$ cat config.mk
export PLATFORM = sky130hd
export DESIGN_NAME = inst_loader_flat
export DESIGN_NICKNAME = d
export VERILOG_FILES = /design/src/rtl/inst_loader_if.sv /design/src/rtl/inst_loader.sv /design/src/flat_wrapper.sv
export SDC_FILE = /design/constraint.sdc
export NUM_CORES = 1
export LEC_CHECK = 0
export CORE_ASPECT_RATIO = 0.8
export CORE_MARGIN = 4
export CORE_UTILIZATION = 25
export DETAILED_ROUTE_END_ITERATION = 8
export GPL_ROUTABILITY_DRIVEN = 0
export PLACE_DENSITY_LB_ADDON = 0.2
export SLEW_MARGIN = 20
export SYNTH_ARGS = -nofsm -noshare
export SYNTH_HDL_FRONTEND = slang
export SYNTH_SLANG_ARGS = --single-unit
$ cat constraint.sdc
create_clock -name clk -period 10.6 [get_ports clk]
set_clock_uncertainty 0.2 [all_clocks]
set_input_delay 2.65 -clock clk [delete_from_list [all_inputs] [get_ports clk]]
set_output_delay 2.65 -clock clk [all_outputs]
set_load 0.05 [all_outputs]
$ cat src/rtl/inst_loader_if.sv
// Byte-stream input, instruction-RAM write port and boot status of inst_loader.
// The master modport is the loader; the slave modport is the environment around it.
interface inst_loader_if #(
  parameter int unsigned w = 32
);
  logic         start;
  logic [7:0]   rx_data;
  logic         rx_valid;
  logic         rx_ready;
  logic         is_write;
  logic [w-1:0] im_addr;
  logic [w-1:0] im_inst;
  logic         busy;
  logic         done;
  logic         err;
  logic [w-1:0] words_loaded;

  modport master (
    input  start, rx_data, rx_valid,
    output rx_ready, is_write, im_addr, im_inst, busy, done, err, words_loaded
  );

  modport slave (
    output start, rx_data, rx_valid,
    input  rx_ready, is_write, im_addr, im_inst, busy, done, err, words_loaded
  );
endinterface

$ cat src/rtl/inst_loader.sv
// Boot loader: parses a length / words / XOR-checksum byte stream (little-endian)
// and writes the words to consecutive instruction RAM addresses.
module inst_loader #(
  parameter int unsigned w         = 32,
  parameter int unsigned BASE_ADDR = 0,
  parameter int unsigned MAX_WORDS = 2048,
  parameter int unsigned TIMEOUT   = 1000000
) (
  input logic          clk,
  input logic          rst,
  inst_loader_if.master bus
);

  localparam int unsigned IW = $clog2(TIMEOUT + 1);

  typedef enum logic [2:0] {
    S_IDLE, S_LEN, S_DATA, S_WRITE, S_CSUM, S_DONE, S_ERR
  } state_t;

  state_t       state_q, state_d;
  logic [23:0]  acc_q, acc_d;
  logic [1:0]   bcnt_q, bcnt_d;
  logic [w-1:0] wcnt_q, wcnt_d;
  logic [w-1:0] len_q, len_d;
  logic [31:0]  csum_q, csum_d;
  logic [IW-1:0] idle_q, idle_d;
  logic         is_write_q, is_write_d;
  logic [w-1:0] addr_q, addr_d;
  logic [w-1:0] inst_q, inst_d;
  logic         done_q, done_d;
  logic         err_q, err_d;
  logic [w-1:0] wl_q, wl_d;

  logic         rx_ready;
  logic         accept;
  logic         last_byte;
  logic         timed_out;
  logic [31:0]  word;

  assign rx_ready  = (state_q == S_LEN) || (state_q == S_DATA) || (state_q == S_CSUM);
  assign accept    = rx_ready && bus.rx_valid;
  assign last_byte = accept && (bcnt_q == 2'd3);
  // The fourth byte is used straight off the bus, so only three bytes are buffered.
  assign word      = {bus.rx_data, acc_q};
  assign timed_out = rx_ready && !accept && (idle_q == IW'(TIMEOUT - 1));

  always_comb begin
    state_d    = state_q;
    acc_d      = acc_q;
    bcnt_d     = bcnt_q;
    wcnt_d     = wcnt_q;
    len_d      = len_q;
    csum_d     = csum_q;
    idle_d     = idle_q;
    is_write_d = 1'b0;
    addr_d     = addr_q;
    inst_d     = inst_q;
    done_d     = done_q;
    err_d      = err_q;
    wl_d       = wl_q;

    if (accept) begin
      bcnt_d = bcnt_q + 2'd1;
      idle_d = '0;
      case (bcnt_q)
        2'd0:    acc_d[7:0]   = bus.rx_data;
        2'd1:    acc_d[15:8]  = bus.rx_data;
        2'd2:    acc_d[23:16] = bus.rx_data;
        default: acc_d        = '0;
      endcase
    end else if (rx_ready) begin
      idle_d = idle_q + IW'(1);
    end

    case (state_q)
      S_IDLE, S_DONE, S_ERR: begin
        if (bus.start) begin
          state_d = S_LEN;
          done_d  = 1'b0;
          err_d   = 1'b0;
          wl_d    = '0;
          csum_d  = '0;
          wcnt_d  = '0;
          bcnt_d  = '0;
          acc_d   = '0;
          idle_d  = '0;
        end
      end
      S_LEN: begin
        if (last_byte) begin
          len_d = w'(word);
          if (word > MAX_WORDS) begin
            state_d = S_ERR;
            err_d   = 1'b1;
          end else if (word == '0) begin
            state_d = S_CSUM;
          end else begin
            state_d = S_DATA;
          end
        end
      end
      S_DATA: begin
        if (last_byte) begin
          state_d    = S_WRITE;
          is_write_d = 1'b1;
          addr_d     = w'(BASE_ADDR) + (wcnt_q << 2);
          inst_d     = w'(word);
        end
      end
      S_WRITE: begin
        csum_d  = csum_q ^ 32'(inst_q);
        wcnt_d  = wcnt_q + w'(1);
        wl_d    = wl_q + w'(1);
        state_d = (wcnt_q + w'(1) == len_q) ? S_CSUM : S_DATA;
      end
      S_CSUM: begin
        if (last_byte) begin
          if (word == csum_q) begin
            state_d = S_DONE;
            done_d  = 1'b1;
          end else begin
            state_d = S_ERR;
            err_d   = 1'b1;
          end
        end
      end
      default: state_d = S_IDLE;
    endcase

    // A byte completing a word takes priority over the timeout in the same cycle.
    if (timed_out) begin
      state_d = S_ERR;
      err_d   = 1'b1;
      bcnt_d  = '0;
      acc_d   = '0;
      idle_d  = '0;
    end
  end

  always_ff @(posedge clk or posedge rst) begin
    if (rst) begin
      state_q    <= S_IDLE;
      acc_q      <= '0;
      bcnt_q     <= '0;
      wcnt_q     <= '0;
      len_q      <= '0;
      csum_q     <= '0;
      idle_q     <= '0;
      is_write_q <= 1'b0;
      addr_q     <= '0;
      inst_q     <= '0;
      done_q     <= 1'b0;
      err_q      <= 1'b0;
      wl_q       <= '0;
    end else begin
      state_q    <= state_d;
      acc_q      <= acc_d;
      bcnt_q     <= bcnt_d;
      wcnt_q     <= wcnt_d;
      len_q      <= len_d;
      csum_q     <= csum_d;
      idle_q     <= idle_d;
      is_write_q <= is_write_d;
      addr_q     <= addr_d;
      inst_q     <= inst_d;
      done_q     <= done_d;
      err_q      <= err_d;
      wl_q       <= wl_d;
    end
  end

  assign bus.rx_ready     = rx_ready;
  assign bus.busy         = rx_ready || (state_q == S_WRITE);
  assign bus.is_write     = is_write_q;
  assign bus.im_addr      = addr_q;
  assign bus.im_inst      = inst_q;
  assign bus.done         = done_q;
  assign bus.err          = err_q;
  assign bus.words_loaded = wl_q;

endmodule

$ cat src/flat_wrapper.sv
// flat-port wrapper written by rule: the top's interface ports become plain ports
module inst_loader_flat 
#(
  parameter int unsigned w         = 32,
  parameter int unsigned BASE_ADDR = 0,
  parameter int unsigned MAX_WORDS = 2048,
  parameter int unsigned TIMEOUT   = 1000000
)
  (clk, rst, bus_start, bus_rx_data, bus_rx_valid, bus_rx_ready, bus_is_write, bus_im_addr, bus_im_inst, bus_busy, bus_done, bus_err, bus_words_loaded);
  inst_loader_if #(.w(w)) bus_i ();
  input logic clk;
  input logic rst;
  input wire logic [$bits(bus_i.start)-1:0] bus_start;
  input wire logic [$bits(bus_i.rx_data)-1:0] bus_rx_data;
  input wire logic [$bits(bus_i.rx_valid)-1:0] bus_rx_valid;
  output wire logic [$bits(bus_i.rx_ready)-1:0] bus_rx_ready;
  output wire logic [$bits(bus_i.is_write)-1:0] bus_is_write;
  output wire logic [$bits(bus_i.im_addr)-1:0] bus_im_addr;
  output wire logic [$bits(bus_i.im_inst)-1:0] bus_im_inst;
  output wire logic [$bits(bus_i.busy)-1:0] bus_busy;
  output wire logic [$bits(bus_i.done)-1:0] bus_done;
  output wire logic [$bits(bus_i.err)-1:0] bus_err;
  output wire logic [$bits(bus_i.words_loaded)-1:0] bus_words_loaded;
  assign bus_i.start = bus_start;
  assign bus_i.rx_data = bus_rx_data;
  assign bus_i.rx_valid = bus_rx_valid;
  assign bus_rx_ready = bus_i.rx_ready;
  assign bus_is_write = bus_i.is_write;
  assign bus_im_addr = bus_i.im_addr;
  assign bus_im_inst = bus_i.im_inst;
  assign bus_busy = bus_i.busy;
  assign bus_done = bus_i.done;
  assign bus_err = bus_i.err;
  assign bus_words_loaded = bus_i.words_loaded;
  inst_loader #(.w(w), .BASE_ADDR(BASE_ADDR), .MAX_WORDS(MAX_WORDS), .TIMEOUT(TIMEOUT)) u_core (.clk(clk), .rst(rst), .bus(bus_i));
endmodule
# --- Yosys cells after proc, flatten, opt, wreduce, memory -nomap -nowiden ---
# Cells that the tools add are included.
op_classes:
  n_addsub: 4
  magnitude_cmp: 1
  n_eq_ne: 21
  muxes: 42
  n_bitwise: 1
  n_reduce_logical: 24
ops:
  columns: ["cell", "count"]
  rows:
  - ["case mux 32 bit (2 select lines)", 3]
  - ["two-way mux 20 bit", 5]
  - ["two-way mux 24 bit", 4]
  - ["adder 32 x 1 -> 32 bit, second input constant", 2]
  - ["equality test 32 bit", 2]
  - ["case mux 8 bit (2 select lines)", 3]
  - ["greater-than comparator 32 x 12 -> 1 bit, second input constant", 1]
  - ["zero test 32 bit", 1]
  - ["two-way mux 32 bit", 1]
  - ["XOR 32 bit", 1]
  - ["two-way mux 3 bit", 8]
  - ["adder 20 x 1 -> 20 bit, second input constant", 1]
  - ["equality test 20 bit, second input constant", 1]
  - ["case mux 3 bit (5 select lines)", 1]
  - ["two-way mux 1 bit", 10]
  - ["two-way mux 2 bit", 5]
  - ["equality test 3 bit, second input constant", 3]
  - ["!= test 3 x 1 -> 1 bit, second input constant", 3]
  - ["!= test 3 x 2 -> 1 bit, second input constant", 3]
  - ["AND reduction 4 bit", 2]
  - ["equality test 3 x 2 -> 1 bit, second input constant", 2]
  - ["AND reduction 2 bit", 3]
  - ["AND reduction 6 bit", 1]
  - ["OR reduction 2 bit", 3]
  - ["16 further kinds", 24]
totals:
  regBits: 242
  elab_cells: 106

# --- Logic depth before layout (Yosys ltp) ---
# Gate-level depths: netlist of run 1.
depth:
  depth_word: 9
  ltp_mapped: 11

# --- Worst setup path before layout of run 1 ---
# Ideal clock, no wire load.
synth_timing:
  kind: "input to register"
  start: "input bus_rx_valid"
  end: "register u_core.len_q[10]"
  setup_ps: 125
  arrival_time_ps: 4080
  required_ps: 10275
  path_slack_ps: 6196
  stages: 4
  path_buffers: 1
  path_cell_list: "o2111ai_1 -> nor3b_1 -> clkbuf_1 -> mux2_2"
synth_via:
  elab_chain_len: 3
synth_rtl:
  columns: ["element", "line", "rtl"]
  rows:
  - ["from (decl)", "flat_wrapper.sv:15", "input wire logic [$bits(bus_i.rx_valid)-1:0] bus_rx_valid;"]
  - ["logical AND 1 bit", "inst_loader.sv:41", "assign accept = rx_ready && bus.rx_valid;"]
  - ["logical AND 1 bit", "inst_loader.sv:42", "assign last_byte = accept && (bcnt_q == 2'd3);"]
  - ["AND reduction 2 bit (no source line)", null, null]
  - ["to (signal assigned)", "inst_loader.sv:160", "len_q <= len_d;"]
  - ["to (decl)", "inst_loader.sv:24", "logic [w-1:0] len_q, len_d;"]
# Every way passes these cells.
# A chain may end at the register's enable or synchronous reset.

# --- Worst setup path in the final report of run 1 ---
layout_timing:
  start: "register u_core.state_q[1]"
  end: "output bus_rx_ready"
layout_via:
  elab_chain_len: 3
  word_cells_on_any_way: 5
  classes_between: "eq/ne (3); reduce/logical (2)"
layout_rtl:
  columns: ["element", "line", "rtl"]
  rows:
  - ["from (decl)", "inst_loader.sv:20", "state_t state_q, state_d;"]
  - ["from (signal assigned)", "inst_loader.sv:156", "state_q <= state_d;"]
  - ["equality test 3 x 1 -> 1 bit / equality test 3 x 2 -> 1 bit (equally long branches)", "inst_loader.sv:40", "assign rx_ready = (state_q == S_LEN) || (state_q == S_DATA) || (state_q == S_CSUM);"]
  - ["logical OR 1 bit", "inst_loader.sv:40", null]
  - ["logical OR 1 bit (*)", "inst_loader.sv:40", null]
  - ["to (decl)", "flat_wrapper.sv:16", "output wire logic [$bits(bus_i.rx_ready)-1:0] bus_rx_ready;"]
# Every way passes the cells marked *; elsewhere a longest branch is shown, timed or not.

==> results.sh, run 1 <==
export IMPL_slew_headroom=0.346
export IMPL_ys_types=55
export IMPL_p_per_area_nw_per_um2=247
export IMPL_synth_area_sq_um=11800
export IMPL_min_period_over_period=0.536
export IMPL_diodes=0
export IMPL_slowest_delay_ns=0.91
export IMPL_initial_utilization=0.252
export IMPL_tightest_slew_ns=0.981
export IMPL_end_kind="primary output"
export IMPL_synth_seq_cells=242
export IMPL_slew_violations=0
export IMPL_synth_top_area_cell="dfrtp_1"
export IMPL_htree_levels=1
export IMPL_synthFlopType="dfrtp_1"
export IMPL_hold_buffers=0
export IMPL_min_path_type="reg2reg"
export IMPL_dieHeight_um=203
export IMPL_drtAntennaViolNets=0
export IMPL_die_x_um=251
export IMPL_clk_latency_ns=0.55
export IMPL_drt_first_pass_iters=5
export IMPL_postLayoutCellArea_sq_um=14400
export IMPL_synthToLayoutAreaGrowth_pct=22.0
export IMPL_yosys_top_cells_area="dfrtp_1, mux2_2, xor2_1"
export IMPL_first_iter_violations=525
export IMPL_status="completed"
export IMPL_min_period_ns=5.69
export IMPL_stdcell_count=1869
export IMPL_cts_tree="done"
export IMPL_drive_gt1_frac=0.127
export IMPL_peakVddDrop_uv=116
export IMPL_drv_cap=0
export IMPL_synth_edf_count=0
export IMPL_crit_chain="xor2_1 -> o21a_1 -> clkdlybuf4s50_1"
export IMPL_setup_viol=0
export IMPL_critPathKind="reg2out"
export IMPL_final_common_cell="dfrtp_1"
export IMPL_portBuffers=110
export IMPL_ctsResizeCount=0
export IMPL_ioPinCount=113
export IMPL_worst_endpoint_required_ns=7.75
export IMPL_hpwlAfterDp_um=22800
export IMPL_cts_made_buffers=29
export IMPL_cpMaxStageDelayCell="clkdlybuf4s50_1"
export IMPL_critPathTopFamily="buffers and inverters"
export IMPL_routedWlPerCell_um=17.6
export IMPL_synth_top_cell_area_share=0.512
export IMPL_antenna_found_initial=0
export IMPL_crit_arrival_ns=2.84
export IMPL_dpl_cell_count=1818
export IMPL_place_area_sq_um=13500
export IMPL_clk_path_buf_depth=3
export IMPL_dieArea_sq_um=50900
export IMPL_startpoint_type="register"
export IMPL_rsz0062_at_grt="false"
export IMPL_gr_total_overflow=0
export IMPL_yosys_warnings=0
export IMPL_post_cts_buffers=0
export IMPL_syn_avg_cell_area_sq_um=10.3
export IMPL_core_area_sq_um=46900
export IMPL_cts_root_buf="clkbuf_16"
export IMPL_tns_ns=0
export IMPL_p_leak_uw=0.00630
export IMPL_clk_pin_slew_ns=0.06
export IMPL_track_usage=0.128
export IMPL_mostFrequentLayoutCells="dfrtp_1, nor2_1, clkdlybuf4s50_1"
export IMPL_grt_pass1_vias=8691
export IMPL_fin_nets=1248
export IMPL_grt_pass1_wl_um=52500
export IMPL_finalWorstSetupSlack_ns=4.91
export IMPL_hold_viol=0
export IMPL_crit_fanout=13
export IMPL_placementRows=71
export IMPL_whs_ns=0.281
export IMPL_drt_total_wl_um=33000
export IMPL_syn_inst=1150
export IMPL_path_buf_inv=1
export IMPL_vias_per_cell=4.63
export IMPL_clock_sinks=242
export IMPL_fmax_ghz=0.176
export IMPL_drc=0
export IMPL_yosysSeqAreaShare=0.512
export IMPL_grt_max_degree=144
export IMPL_place_ws_ns=4.91
export IMPL_num_vias=8662
export IMPL_synthArstFlopShare=1.00
[final cells by class]
cell class	count	area [sq um]
Timing Repair Buffer	117	1170
Tap cell	620	776
Multi-Input combinational cell	823	5450
Inverter	16	67.6
Clock buffer	38	800
Clock inverter	13	134
Sequential cell	242	6060
Fill cell	4877	32500
[worst paths after layout]
| check | start | slack [ns] | endpoint | cells past startpoint |
|---|---|---|---|---|
| min in group asynchronous | rst | 2.37 | u_core.bus.words_loaded[11] | 2 |
| min reg2reg | u_core.bus.im_addr[6] | 0.28 | u_core.bus.im_addr[6] | 2 |
| max | u_core.state_q[1] | 4.91 | bus_rx_ready | 3 |
| max in group asynchronous | rst | 6.59 | u_core.bus.im_addr[26] | 3 |
| min | u_core.bus.im_addr[6] | 0.28 | u_core.bus.im_addr[6] | 2 |
| max reg2reg | u_core.wcnt_q[2] | 6.81 | u_core.state_q[1] | 8 |
[cells by family (layout without fill, tap and decap cells)]
kind of cell	count (synthesis)	after routing	share of synthesized area
adder cells (fa/ha/maj)	7	7	0.00740
AND/OR/NAND/NOR	401	401	0.165
other	1	2	0.000317
buffers and inverters	86	184	0.0297
multiplexers	95	95	0.0896
flip-flops	242	242	0.512
AO/OA/AOI/OAI	181	181	0.0949
XOR/XNOR	137	137	0.101
[routing by layer]
metal	GRT usage	vias to the layer above	share of wire
met5	0	-	0
met4	0.0218	0	0.016
met3	0.0209	39	0.033
met2	0.193	123	0.42
met1	0.196	4311	0.53
li1	-	4189	-
[synthesized netlist by cell type (4+ instances only)]
library cell and n:
a21o_1 10, a21oi_1 17, a22oi_1 24, a31oi_1 6, and2_1 9, and3_1 15, buf_1 8, buf_2 14
clkbuf_1 45, dfrtp_1 242, ha_1 7, inv_1 16, mux2_2 88, mux2i_1 7, nand2_1 105, nand2b_1 6
nand3_1 54, nand4_1 29, nor2_1 126, nor3_1 11, nor4_1 15, o211ai_1 9, o21ai_0 76, o22ai_1 5
o31ai_1 21, or4_1 4, xnor2_1 68, xor2_1 69
[through the flow]
step           total power [uW]   util
6_report                   3570  0.308
5_1_grt                    3800  0.308
4_1_cts                    3630  0.308
3_5_place_dp               2630  0.288
3_3_place_gp               2620  0.288
2_1_floorplan              2190      -
[power breakdown]
group          switching, uW  total (uW)  internal [uW]
Combinational            753        1220            463
Sequential               270        1380           1110
Clock                    394         972            578
Total                   1420        3570           2150
[state kept, by name, summed over array words and instances, names as in the netlist]
name	cells
u_core.len_q	32
u_core.bus.is_write	1
u_core.acc_q	24
u_core.state_q	3
u_core.bus.im_inst	32
u_core.csum_q	32
u_core.wcnt_q	32
u_core.bus.im_addr	30
u_core.idle_q	20
u_core.bus.err	1
u_core.bcnt_q	2
u_core.bus.words_loaded	32
u_core.bus.done	1
[worst register-to-register path, cell delays in order (launching register included)]
cell,delay (ns)
dfrtp_1,0.55
nand4_2,0.30
or4_1,0.75
nor3_4,0.43
nand3_1,0.19
xnor2_1,0.15
or4_1,0.48
nor4_2,0.48
o21ai_0,0.13
Power figures use the tool's default switching activity.
==> run 2: changes to the inputs <==
==> constraint.sdc (replaced) <==
create_clock -name clk -period 5.3 [get_ports clk]
set_clock_uncertainty 0.2 [all_clocks]
set_input_delay 1.325 -clock clk [delete_from_list [all_inputs] [get_ports clk]]
set_output_delay 1.325 -clock clk [all_outputs]
set_load 0.05 [all_outputs]
==> run 2 against run 1 <==
Effect of this change: global-route usage is 0.086 points higher; count of clock-buffer cells in the layout increased by 6; wire length increased by 0.98%; via count increased by 1.1%; critical path type unchanged; critical endpoint unchanged; largest power group unchanged.
==> results.sh, run 2 (synthesis gave the netlist of run 1 again) <==
export IMPL_htree_levels=1
export IMPL_critPathLaunch="u_core.state_q[1]"
export IMPL_nFillCells=4862
export IMPL_initial_utilization=0.252
export IMPL_gr_total_overflow=0
export IMPL_clock_sinks=242
export IMPL_drc=0
export IMPL_status="completed"
export IMPL_placementRows=71
export IMPL_cts_made_buffers=29
export IMPL_clk_path_buf_depth=3
export IMPL_portBuffers=110
export IMPL_hold_viol=0
export IMPL_crit_arrival_ns=2.86
export IMPL_reg2reg_to="u_core.state_q[1]"
export IMPL_utilization=0.310
export IMPL_die_x_um=251
export IMPL_worstRegToRegCells=8
export IMPL_drt_first_pass_iters=5
export IMPL_clk_pin_slew_ns=0.06
export IMPL_drive_gt1_frac=0.131
export IMPL_antenna_found_initial=0
export IMPL_vias_per_cell=4.66
export IMPL_routedWlPerCell_um=17.7
export IMPL_fmax_ghz=0.228
export IMPL_postLayoutCellArea_sq_um=14500
export IMPL_critPathKind="reg2out"
export IMPL_min_period_ns=4.38
export IMPL_slew_headroom=0.314
export IMPL_end_kind="primary output"
export IMPL_hold_buffers=0
export IMPL_final_common_cell="dfrtp_1"
export IMPL_p_leak_uw=0.00635
export IMPL_diodes=0
export IMPL_hpwlAfterDp_um=23000
export IMPL_ioPinCount=113
export IMPL_cts_root_buf="clkbuf_16"
export IMPL_grt_max_degree=83
export IMPL_slew_violations=0
export IMPL_rsz0062_at_grt="false"
export IMPL_grt_pass1_vias=8618
export IMPL_place_area_sq_um=13600
export IMPL_track_usage=0.129
export IMPL_worst_endpoint_required_ns=3.77
export IMPL_p_per_area_nw_per_um2=495
export IMPL_dieArea_sq_um=50900
export IMPL_num_vias=8756
export IMPL_stdcell_count=1877
export IMPL_peakVddDrop_uv=259
export IMPL_startpoint_type="register"
export IMPL_cts_tree="done"
export IMPL_tns_ns=0
export IMPL_dieHeight_um=203
export IMPL_ctsResizeCount=0
export IMPL_r2r_slack_ns=1.46
export IMPL_min_path_type="reg2reg"
export IMPL_crit_fanout=13
export IMPL_core_area_sq_um=46900
export IMPL_setup_viol=0
export IMPL_min_period_over_period=0.826
export IMPL_post_cts_buffers=0
export IMPL_drt_total_wl_um=33300
export IMPL_drv_cap=0
export IMPL_tightest_slew_ns=1.03
export IMPL_fin_nets=1256
export IMPL_grt_pass1_wl_um=53200
export IMPL_crit_end="bus_rx_ready"
export IMPL_drtAntennaViolNets=0
export IMPL_first_iter_violations=669
export IMPL_dpl_cell_count=1826
export IMPL_mostFrequentLayoutCells="dfrtp_1, nor2_1, clkdlybuf4s50_1"
export IMPL_worstReg2RegStart="u_core.wcnt_q[8]"
export IMPL_clk_latency_ns=0.56
export IMPL_synthToLayoutAreaGrowth_pct=22.8
==> run 2: cell types whose count changed in the layout (fill, tap and decap cells not counted), sizes merged <==
| cell | before | now |
|---|---|---|
| clkbuf | 38 | 44 |
| clkinv | 7 | 3 |
| clkinvlp | 3 | 2 |
| inv | 17 | 16 |
| buf | 7 | 15 |
==> run 2: how the worst min path moves through the flow <==
stage,from,endpoint,slack [ns],cells past startpoint
after floorplan,u_core.wcnt_q[31],u_core.wcnt_q[31],0.27,1
after global placement,u_core.bus.im_addr[8],u_core.bus.im_addr[8],0.27,2
after detailed placement,u_core.bus.im_addr[14],u_core.bus.im_addr[14],0.27,2
after CTS,u_core.bus.im_addr[14],u_core.bus.im_addr[14],0.29,2
after global routing,u_core.bus.im_addr[14],u_core.bus.im_addr[14],0.30,2
final,u_core.bus.im_addr[8],u_core.bus.im_addr[8],0.28,2
==> run 2: power by group <==
part / total (uW) / leakage (uW) / internal, uW / switching (uW)
sequential: 2750 / 0.00334 / 2220 / 529
combinational: 2450 / 0.00255 / 932 / 1510
clock: 2000 / 0.000462 / 1200 / 804
total: 7190 / 0.00635 / 4350 / 2850
==> run 2: stage by stage <==
| stage | hold slack (ns) | power [uW] | setup slack [ns] |
|---|---|---|---|
| global route | 0.298 | 7630 | 0.758 |
| global placement | 0.265 | 5240 | 1.18 |
| CTS | 0.286 | 7310 | 0.855 |
| detailed placement | 0.273 | 5250 | 1.11 |
| finish | 0.278 | 7190 | 0.920 |
| floorplan | 0.266 | 4380 | 0.599 |
==> run 2: worst max-delay path, cell delays in order (launching register included) <==
cell and delay, ns:
dfrtp_1 0.64, xor2_1 0.37, o21a_1 0.40, clkdlybuf4s50_1 0.88
==> run 2: cell type report <==
class | instances | area (sq um) | share of cell area
repair buffers | 125 | 1250 | 0.0861
multi-input cells | 823 | 5450 | 0.375
flip-flops and latches | 242 | 6060 | 0.416
clock buffers | 44 | 852 | 0.0586
inverters | 16 | 63.8 | 0.00439
well taps | 620 | 776 | 0.0534
clock inverters | 7 | 91.3 | 0.00628
==> run 2: metal layers <==
metal | wire length, um | GRT usage | vias to the layer above
met5 | 0 | 0 | -
met4 | 653 | 0.0269 | 0
met3 | 1380 | 0.0234 | 48
met2 | 13600 | 0.181 | 187
met1 | 17700 | 0.205 | 4306
li1 | - | - | 4215
